--- src/rtl/speck_encryptor.sv ---
// Iterative Speck block encryptor: one round per clock, a single shared round
// function, start/done handshake with a registered ciphertext.

module speck_round #(
  parameter int W     = 32,
  parameter int ALPHA = 8,
  parameter int BETA  = 3
) (
  input  logic [W-1:0] x,
  input  logic [W-1:0] y,
  input  logic [W-1:0] k,
  output logic [W-1:0] x_nx,
  output logic [W-1:0] y_nx
);
  logic [W-1:0] x_ror;
  logic [W-1:0] y_rol;

  assign x_ror = (x >> ALPHA) | (x << (W - ALPHA));
  assign y_rol = (y << BETA) | (y >> (W - BETA));
  // Sum is W bits wide, so the carry out falls off naturally.
  assign x_nx  = (x_ror + y) ^ k;
  assign y_nx  = y_rol ^ x_nx;
endmodule

module speck_encryptor #(
  parameter int W      = 32,
  parameter int ROUNDS = 27,
  parameter int ALPHA  = 8,
  parameter int BETA   = 3
) (
  input  logic              clk,
  input  logic              rst,
  input  logic              start,
  input  logic [W-1:0]      pt_x,
  input  logic [W-1:0]      pt_y,
  input  logic [W*ROUNDS-1:0] rk_flat,
  output logic [W-1:0]      ct_x,
  output logic [W-1:0]      ct_y,
  output logic              done,
  output logic              busy
);
  localparam int CW = $clog2(ROUNDS + 1);
  localparam int IW = (ROUNDS > 1) ? $clog2(ROUNDS) : 1;

  typedef enum logic {IDLE, RUN} state_t;

  state_t         state, state_nx;
  logic [CW-1:0]  cnt;
  logic [W-1:0]   x, y, x_nx, y_nx, rk_cur;
  logic [W-1:0]   rk [ROUNDS];
  logic [IW-1:0]  rk_idx;
  logic           last;

  for (genvar g = 0; g < ROUNDS; g++) begin : g_rk
    assign rk[g] = rk_flat[g*W +: W];
  end

  // Clamp keeps the key mux inside rk[] even for counter values never reached.
  assign rk_idx = (cnt < CW'(ROUNDS)) ? cnt[IW-1:0] : IW'(ROUNDS - 1);
  assign rk_cur = rk[rk_idx];
  assign last   = (cnt == CW'(ROUNDS - 1));
  assign busy   = (state == RUN);

  speck_round #(.W(W), .ALPHA(ALPHA), .BETA(BETA)) u_round (
    .x    (x),
    .y    (y),
    .k    (rk_cur),
    .x_nx (x_nx),
    .y_nx (y_nx)
  );

  always_ff @(posedge clk) begin
    if (rst) state <= IDLE;
    else     state <= state_nx;
  end

  always_comb begin
    state_nx = state;
    case (state)
      IDLE:    if (start) state_nx = RUN;
      RUN:     if (last)  state_nx = IDLE;
      default: state_nx = IDLE;
    endcase
  end

  always_ff @(posedge clk) begin
    if (rst) begin
      x    <= '0;
      y    <= '0;
      cnt  <= '0;
      ct_x <= '0;
      ct_y <= '0;
      done <= 1'b0;
    end else begin
      done <= 1'b0;
      case (state)
        IDLE: if (start) begin
          x   <= pt_x;
          y   <= pt_y;
          cnt <= '0;
        end
        RUN: begin
          x   <= x_nx;
          y   <= y_nx;
          cnt <= cnt + CW'(1);
          if (last) begin
            ct_x <= x_nx;
            ct_y <= y_nx;
            done <= 1'b1;
            cnt  <= '0;
          end
        end
        default: ;
      endcase
    end
  end
endmodule
--- config.mk ---
export PLATFORM = sky130hd
export DESIGN_NAME = speck_encryptor
export DESIGN_NICKNAME = d
export VERILOG_FILES = /design/src/rtl/speck_encryptor.sv
export SDC_FILE = /design/constraint.sdc
export NUM_CORES = 1
export LEC_CHECK = 0
export BUFFER_PORTS_ARGS = -buffer_cell sky130_fd_sc_hd__buf_2
export CAP_MARGIN = 20
export CORE_AREA = 2 2 386 388
export DETAILED_ROUTE_END_ITERATION = 16
export DIE_AREA = 0 0 388 390
export HOLD_SLACK_MARGIN = 0.05
export SYNTH_ARGS = -nofsm -noshare
export SYNTH_HDL_FRONTEND = slang
export SYNTH_SLANG_ARGS = --single-unit
--- constraint.sdc ---
create_clock -name clk -period 3.1 [get_ports clk]
set_input_delay 0 -clock clk [delete_from_list [all_inputs] [get_ports clk]]
set_output_delay 0 -clock clk [all_outputs]
set_load 0.02 [all_outputs]
After elaboration in Yosys (flattened, before gate mapping)
Index checks and enable logic that the tools add are counted.

word-level totals
  memories = 0
  output and inout port bits = 66
  logic and storage cells = 36
  input port bits = 931
  latch bits = 0
  memory bits (writable) = 0
  bits in read-only memories = 0
  flip-flop bits (word level) = 135

cells by class
  multiply operators = 0
  bitwise operators = 6
  $lt $le $gt $ge = 2
  reduce and logical (&&, ||, !) cells = 2
  shifts and indexed selects = 0
  equality and inequality tests = 2
  multiplexer cells = 15
  add/subtract/negate cells = 2
  divide/modulo/power cells = 0

operator list
  cell                 count
  $bmux 32 s5          1
  $mux 32              4
  $pmux 32 s2          2
  $xor 32x32->32       2
  $add 32x32->32       1
  $or 24x32->32        1
  $or 32x3->32         1
  $mux 5               3
  $pmux 5 s2           1
  $ge 6x6->1 const B   1
  $not 5->6            1
  $add 5x1->5 const B  1
  $eq 5x5->1 const B   1
  $lt 5x5->1 const B   1
  $mux 1               3
  $ne 2x2->1 const B   1
  $pmux 1 s2           1
  $reduce_and 2->1     1
  $reduce_or 2->1      1
  $not 1->1            1

Depth between registers and ports, before layout
Gate-level depths: netlist of run 1.

  word-level depth = 9
  depth in mapped cells = 14
  depth with buffers taken out = 11

By module
A second synthesis of run 1 with hierarchy kept.

second synthesis, totals
  cell total of the unflattened synthesis = 2142
  area, all modules = 15976.6 µm²

modules (own cells, without submodules)
  module           seq. area each (µm²)  cells each  area an instance (µm²)  instances
  speck_encryptor  2702.6                1808        13346.6                 1
  speck_round      0.0                   334         2630.0                  1

Worst setup path after synthesis of run 1
OpenSTA, ideal clock, no wires.

  kind = register to register
  start = register y[0]
  end = register y[30]
  path slack = -11 ps
  buffers on the path = 0
  cell stages (with the launch flop) = 12
  clock period less this slack = 3111 ps
  data required time = 2997 ps
  arrival = 3008 ps
  setup time = 103 ps
  cells stage by stage = dfxtp_1 ha_1 fa_1 a21o_1 a221oi_2 a31o_2 o21ai_1 a22o_1 a221oi_1 xnor2_1 and3_1 a2111oi_2

on the way
  word-level cells in the longest chain between the ends = 4

RTL lines
  item                      RTL line  text
  start: declaration        49        logic [W-1:0] x, y, x_nx, y_nx, rk_cur;
  start signal: assignment  99        y <= pt_y;
  start signal: assignment  104       y <= y_nx;
  $add 32x32->32            21        assign x_nx = (x_ror + y) ^ k;
  $xor 32x32->32            21
  $xor 32x32->32            22        assign y_nx = y_rol ^ x_nx;
  $pmux 32 s2               96        case (state)

Every way passes these cells.
A chain may end at the register's enable or synchronous reset.

Worst setup path after layout of run 1
  start = register cnt[3]
  end = register ct_x[19]

on the way
  word-level cells in the longest chain between the ends = 7
  elaborated cells on any way between the ends = 9
  those cells by class = order compare: 1; eq/ne: 1; mux: 4; bitwise: 2; reduce/logical: 1

RTL lines
  item                                        RTL line  text
  start: declaration                          48        logic [CW-1:0] cnt;
  start signal: assignment                    105       cnt <= cnt + CW'(1);
  $lt 5x5->1                                  59        assign rk_idx = (cnt < CW'(ROUNDS)) ? cnt[IW-1:0] : IW'(ROUNDS - 1);
  $mux 5                                      59
  $not 5->6 (not written as such)             60        assign rk_cur = rk[rk_idx];
  $bmux 32 s5                                 60
  $mux 32 (not written as such) (2 in a row)  60
  $xor 32x32->32                              21
  end signal: assignment                      107       ct_x <= x_nx;
  end: declaration                            37        output logic [W-1:0] ct_x,

Several ways; a longest one is shown, not always the timed one. The select of a mux whose other input is x is not followed.

==> results.txt, run 1 <==
----------------------------------------------------
[Critical path]
  Critical path arrival ... around 3.6 ns
  Type of element capturing the critical path ... flip-flop
  Category of the worst setup path launch point ... flip-flop
  Classification of the worst setup path ... reg -> reg
  CP Max Fanout ... 10
  Worst endpoint required time ... 3.42 ns
  R2R cell count ... 17

[Yosys]
  Count of synthesis-stage warnings from yosys ... 0
  Ys flop type ... dfxtp_1
  Avg Cell Area, Syn ... roughly 8 um^2
  Number of distinct library cells after synthesis ... 88
  Share of flip-flops with an asynchronous set or reset ... 0%
  Count of state elements after synthesis ... around 140
  Post-synthesis instance area ... ~16000 um^2
  Post-synth net total ... approximately 3.0k
  Post-synth EDFFs ... 0
  Share of the yosys chip area belonging to registers ... roughly 17%
  Number of cells produced by synthesis ... between 2k and 2.5k

[Placement]
  Final HPWL from detailed placement ... about 150 mm
  Worst slack, placed ... -0.6510 ns
  # placed instances ... around 5.2k
  Post-detailed-placement cell area ... around 27000 um^2
  Placer congestion estimate ... slightly below 1
  Count of port buffers added during placement ... around 1000

[CTS]
  Total clock sinks ... 135
  Clock slew seen by the registers of the worst setup and hold paths ... roughly 0.070 ns
  Clock latency at the later pin of the worst-skew pair ... about 0.47 ns
  CTS tree ... done
  Root Buffer Master ... clkbuf_16
  Number of H-tree levels ... 4
  Maximum count of clock buffers along a single path ... 2
  Inserted Clock Buffers ... 17

[Run status]
  Failing checks ... negative setup slack
  Run status ... finished with violations

[Die]
  Core Region ... approximately 150000 um^2
  Die area ... around 150000 um^2
  Starting Density ... 10.82%
  Chip Height ... about 390 um
  Total I/O pin count ... ~1000
  Placement row count ... 141
  Overall die width ... ~390 um

[Finish]
  Nets ... approximately 4.5k
  Final Non-Filler Cells ... 5572
  Final standard cell utilization of the core ... 22.63%
  Cell area after layout ... 33290 um^2
  Leading cell type in the layout, fill and taps excluded ... buf_2
  Fraction of layout instances using a drive strength above 1 ... roughly 60%
  Area Overhead vs Synth ... 109.0%
  Commonest cells after routing, fill and taps aside ... buf_2, buf_4, nand2_1, a21oi_1, dfxtp_1

[Worst hold path]
  Hold-critical path depth ... 2
  Worst min-delay path category ... in -> reg

[Drt]
  Via-to-Cell Ratio ... about 4.6
  Wire length after detailed routing ... roughly 180 mm
  Routed via count ... around 26k
  Number of nets with antenna violations after detailed routing ... 0
  Detailed-route wire length per cell ... around 32 um
  Number of design-rule violations left by the first detailed-router iteration ... 2506
  Count of unresolved DRC violations after routing ... 0
  Count of TritonRoute iterations in the first routing pass ... 7

[STA]
  Final hold violations ... 0
  Clock tree skew after final layout ... 0.02176 ns
  Highest achievable clock rate ... just over 0.3 GHz
  Endpoints failing setup ... between 50 and 60
  Final critical path time including I/O delays and setup ... ~3.3 ns
  Slew headroom ... approximately two fifths
  Unrepaired setup endpoints after global routing ... yes
  Least setup slack across all paths after layout ... -0.2062 ns
  Part of the cycle the worst path needs ... 106.7%
  Final number of max-transition violations ... 0
  Slew of the pin with the lowest slew margin ... roughly 0.9 ns

[Global routing]
  First-pass GRT wire length ... 228.1 mm
  Global router's overall resource usage ... roughly 22%
  Maximum number of pins on one net before global-route repair ... between 70 and 80
  Global route overflow ... 0
  Via count of the first global-routing pass ... around 25k
  Antenna violations before repair ... 97

[Run]
  Count of maximum capacitance violations ... 0

[Pwr]
  Peak supply drop ... 0.0003974 V
  Power density over the cells ... about 310 nW/um^2
  Total Power ... about 10 mW
  P_leak ... 14.36 nW

----------------------------------------------------
cell type report:
class | count | area (um^2)
diodes | 55 | 137.6
clock buffers | 17 | 425.4
clock inverters | 15 | 175.2
fillers | 16360 | 113800
inverters | 19 | 75.07
multi-input cells | 1691 | 14630
flip-flops and latches | 135 | 2738
well taps | 1930 | 2415
repair buffers | 1710 | 12700
cells by family (layout without fill, tap and decap cells):
family | Yosys count | after routing | share of synthesized area [%]
compound gates | 761 | 761 | 33.45
xor+xnor | 82 | 82 | 5.838
fa+ha+maj | 34 | 34 | 2.718
buf+inv | 223 | 1761 | 7.511
flops | 135 | 135 | 16.97
mux | 183 | 183 | 14.73
other cells | 0 | 55 | 0
simple gates | 631 | 631 | 18.79
Yosys cell counts (32+ instances only):
cell | n | area [um^2]
o221ai_1 | 35 | 306.5
xnor2_1 | 41 | 359.1
clkbuf_1 | 77 | 289.0
nand2_1 | 238 | 893.4
dfxtp_1 | 135 | 2703
a221oi_1 | 48 | 420.4
a21oi_1 | 184 | 920.9
mux4_2 | 36 | 810.8
mux2_2 | 51 | 574.3
buf_2 | 69 | 345.3
nor3_1 | 32 | 160.2
a211oi_1 | 132 | 991.0
mux2i_1 | 96 | 960.9
nor2b_1 | 48 | 300.3
nor2_1 | 132 | 495.5
nand3_1 | 64 | 320.3
o21ai_0 | 106 | 530.5
ha_1 | 33 | 412.9
metrics by stage:
stage               hold slack [ns]  setup TNS, ns
detailed placement           0.3611         -39.35
floorplan                    0.2402              0
CTS                         0.09605         -2.786
global placement             0.3549         -36.03
global route                 0.1602         -11.04
finish                       0.1171         -3.693
timing repair:
item | 4_1_cts | 5_1_grt
setup buffers | 121 | 65
hold buffers | 64 | 0
gates resized for setup | 436 | 240
endpoints found under the setup margin | 128 | 119
gates cloned | 21 | 5
endpoints found under the hold margin | 64 | 0
pin swaps | 164 | 147
flip-flops by register name (all words and copies together) (netlist names):
name	cells
ct_x	32
ct_y	32
x	32
y	32
cnt	5
busy	1
done	1
critical path, stage by stage, from the launching register on:
cell      delay (ns)
dfxtp_4         0.36
buf_12          0.14
a31oi_4         0.30
buf_12          0.18
a21oi_4         0.05
buf_12          0.13
buf_16          0.15
buf_8           0.15
a222oi_1        0.51
o221ai_1        0.18
buf_4           0.18
nand4_1         0.13
buf_12          0.14
xnor2_4         0.15
buf_6           0.14
nor2_1          0.03
a21oi_1         0.13
nor2_1          0.06
routing by layer:
layer / routed length [um] / part of all wire (%) / global-route usage [%]
met4: 8635 / 4.8 / 9.126
met2: 79010 / 44 / 35.25
met3: 17560 / 9.8 / 7.762
met5: 566 / 0.32 / 0
met1: 73530 / 41 / 27.72
where the power goes:
group	total, mW	switching [mW]	internal (mW)
Sequential	2.02	0.157	1.86
Clock	2.15	0.999	1.15
Combinational	6.29	3.14	3.15
final timing paths:
check	start	to	slack, ns
worst min register to register	ct_x[31]	ct_x[31]	0.45
worst max register to register	cnt[3]	ct_x[19]	-0.21
worst max-delay path	cnt[3]	ct_x[19]	-0.21
worst min-delay path	rst	x[31]	0.12
Note: power is estimated with default switching activity, not from simulation.
==> inputs of run 2 (changes only) <==
==> constraint.sdc (replaced) <==
create_clock -name clk -period 3.1 [get_ports clk]
set_input_delay 0.62 -clock clk [delete_from_list [all_inputs] [get_ports clk]]
set_output_delay 0.62 -clock clk [all_outputs]
set_load 0.02 [all_outputs]
==> run 2 against run 1 <==
  * The flow still finishes with violations (negative setup slack)
  * Highest routed layer unchanged
  * Non-clock buffer count shrank 46
  * Sequential power barely moved
  * Critical path type unchanged
  * Die area unchanged
  * Clock skew shrank 0.0049 ns
  * Wire length down 1.7%
  * Worst hold slack better by 0.34 ns
  * Total power is 0.67% lower
==> results.txt, run 2 (synthesis gave the netlist of run 1 again) <==
----------------------------------------------------
[Run status]
  Run status ... finished with violations
  Failing checks ... negative setup slack

[Placement]
  Post-detailed-placement cell area ... 26520 um^2 (-0.67%)
  Count of port buffers added during placement ... 996 (unchanged)
  Placer congestion estimate ... 0.9705 (-1.8%)
  Final HPWL from detailed placement ... 145.2 mm (-1.6%)

[Critical path]
  R2R cell count ... 15 (-2)
  Type of element capturing the critical path ... flip-flop
  Category of the worst setup path launch point ... flip-flop
  CP Max Fanout ... 6 (-4)
  Slowest cell on the critical path ... dfxtp_4
  Family of cells with the greatest summed delay on the critical path ... buffers and inverters
  Critical path arrival ... 3.62 ns (about the same)
  Worst endpoint required time ... 3.39 ns (-0.03 ns)
  Critical Path Stages ... 15 (-2)
  Crit path buf inv count ... 7 (-1)
  Cell chain of the critical path ... buf_6 > buf_8 > a21boi_4 > buf_12 > buf_12 > buf_12 > buf_6 > mux2i_4 > buf_6 > o211ai_1 > mux2_4 > o2111a_2 > xnor2_4 > xor2_2 > a211oi_1
  Peak per-stage delay on the critical path ... 0.38 ns (-0.13 ns)
  Classification of the worst setup path ... reg -> reg

[Finish]
  Nets ... 4493 (-1.0%)
  Leading cell type in the layout, fill and taps excluded ... buf_2
  Cell area after layout ... 33350 um^2 (+0.17%)
  Commonest cells after routing, fill and taps aside ... buf_2, buf_4, nand2_1, a21oi_1, dfxtp_1
  Area Overhead vs Synth ... 109.4%
  Fraction of layout instances using a drive strength above 1 ... 62.67% (+2.9 points)
  Count of fill cells added during filler insertion ... 16.34k (-0.11%)
  Register area ... 2730 um^2 (-0.27%)
  Area of the multi-input gates ... 15080 um^2 (+3.1%)

[CTS]
  Inserted Clock Buffers ... 17 (unchanged)
  Root Buffer Master ... clkbuf_16
  Total clock sinks ... 135 (unchanged)
  Number of H-tree levels ... 4 (unchanged)
  Maximum count of clock buffers along a single path ... 2 (unchanged)
  Cts-stage hold buffer count ... 0 (-100%)
  Clock slew seen by the registers of the worst setup and hold paths ... 0.08 ns (about the same)
  Clock latency at the later pin of the worst-skew pair ... 0.46 ns (about the same)
  CTS tree ... done

[Die]
  Die area ... 151300 um^2 (unchanged)
  Overall die width ... 388 um (unchanged)
  Placement row count ... 141 (unchanged)
  Chip Height ... 390 um (unchanged)
  Core Region ... 147100 um^2 (unchanged)
  Starting Density ... 10.82% (unchanged)
  Total I/O pin count ... 997 (unchanged)

[STA]
  Clock tree skew after final layout ... 0.01685 ns (-0.004915 ns)
  Final number of max-transition violations ... 0 (unchanged)
  Final critical path time including I/O delays and setup ... 3.333 ns (+0.02645 ns)
  Highest achievable clock rate ... 0.3001 GHz (-0.79%)
  Slew headroom ... 28.46% (-12 points)
  Part of the cycle the worst path needs ... 107.5% (+0.85 points)
  Worst hold slack across all endpoints ... 0.4536 ns (+0.3365 ns)
  Slew of the pin with the lowest slew margin ... 1.073 ns (+0.1826 ns)
  Final hold violations ... 0 (unchanged)
  Endpoints failing setup ... 68 (+21%)
  Least setup slack across all paths after layout ... -0.2327 ns (-0.02645 ns)
  Unrepaired setup endpoints after global routing ... yes

[Run]
  Count of maximum capacitance violations ... 0 (unchanged)

[Drt]
  Count of TritonRoute iterations in the first routing pass ... 5 (-2)
  Detailed-route wire length per cell ... 31.85 um (-1.0%)
  Count of unresolved DRC violations after routing ... 0 (unchanged)
  Number of design-rule violations left by the first detailed-router iteration ... 2193 (-12%)
  Routed via count ... 25.36k (-1.1%)
  Number of nets with antenna violations after detailed routing ... 0 (unchanged)
  Wire length after detailed routing ... 176.2 mm (-1.7%)
  Via-to-Cell Ratio ... 4.582 (-0.41%)

[Global routing]
  Antenna violations before repair ... 95 (-2.1%)
  Maximum number of pins on one net before global-route repair ... 90 (+14%)
  First-pass GRT wire length ... 226.5 mm (-0.68%)
  Global route overflow ... 0 (unchanged)
  Via count of the first global-routing pass ... 25.23k (+0.47%)
  Global router's overall resource usage ... 22.12% (-0.26 points)

[Worst hold path]
  Hold-critical path depth ... 2 (unchanged)
  Worst min-delay path category ... reg -> reg

[Pwr]
  Power density over the cells ... 311.3 nW/um^2 (-0.85%)
  P_leak ... 14.30 nW (-0.39%)
  Peak supply drop ... 0.0002858 V (-28%)

----------------------------------------------------
==> run 2: cell type report <==
cell class,count,share of cell area (%)
inverters,19,0.2251
well taps,1930,7.241
multi-input cells,1691,45.23
flip-flops and latches,135,8.187
diodes,63,0.4728
clock buffers,17,1.276
repair buffers,1664,36.89
clock inverters,15,0.4765
==> run 2: worst reg2reg max path: cells and delay by family, from the launching register on <==
| kind | cells | cell delay (ns) |
|---|---|---|
| mux | 2 | 0.55 |
| flops | 1 | 0.38 |
| xor+xnor | 2 | 0.54 |
| buf+inv | 7 | 0.96 |
| compound gates | 4 | 0.73 |
==> run 2: timing repair <==
item                                    CTS  global route
setup buffers                           175            70
endpoints found under the setup margin  128           125
pin swaps                               196           160
cloned                                   18             5
resized for setup                       591           253
==> run 2: where the power goes <==
group,total (mW),internal (mW),switching (mW)
registers,2.02,1.86,0.161
logic,6.25,3.11,3.14
clock network,2.12,1.14,0.979
total,10.4,6.11,4.28
==> run 2: final timing paths <==
kind / start / end / slack (ns)
max: cnt[4] / y[2] / -0.23
min: ct_y[11] / ct_y[11] / 0.45
max reg2reg: cnt[4] / y[2] / -0.23
min reg2reg: ct_y[11] / ct_y[11] / 0.45
==> run 2: through the flow <==
stage                     power (mW)  TNS [ns]  util, %  setup slack (ns)  instances
after floorplan                4.031         0        -           0.04833       2049
after global placement         6.747    -53.60    18.03           -0.7925       5232
after detailed placement       6.753    -55.23    18.03           -0.7540       5232
after CTS                      10.05    -11.10    21.64           -0.2856       5429
after global routing           10.77    -14.79    22.60           -0.2912       5497
final                          10.38    -5.952    22.66           -0.2327       5534
==> run 2: per-layer routing <==
layer	GRT usage (%)	part of all wire, %	vias up
li1	-	-	10950
met1	27.44	40	12550
met2	35.67	45	1480
met3	7.236	11	329
met4	7.796	4.3	54
met5	0	0.19	-
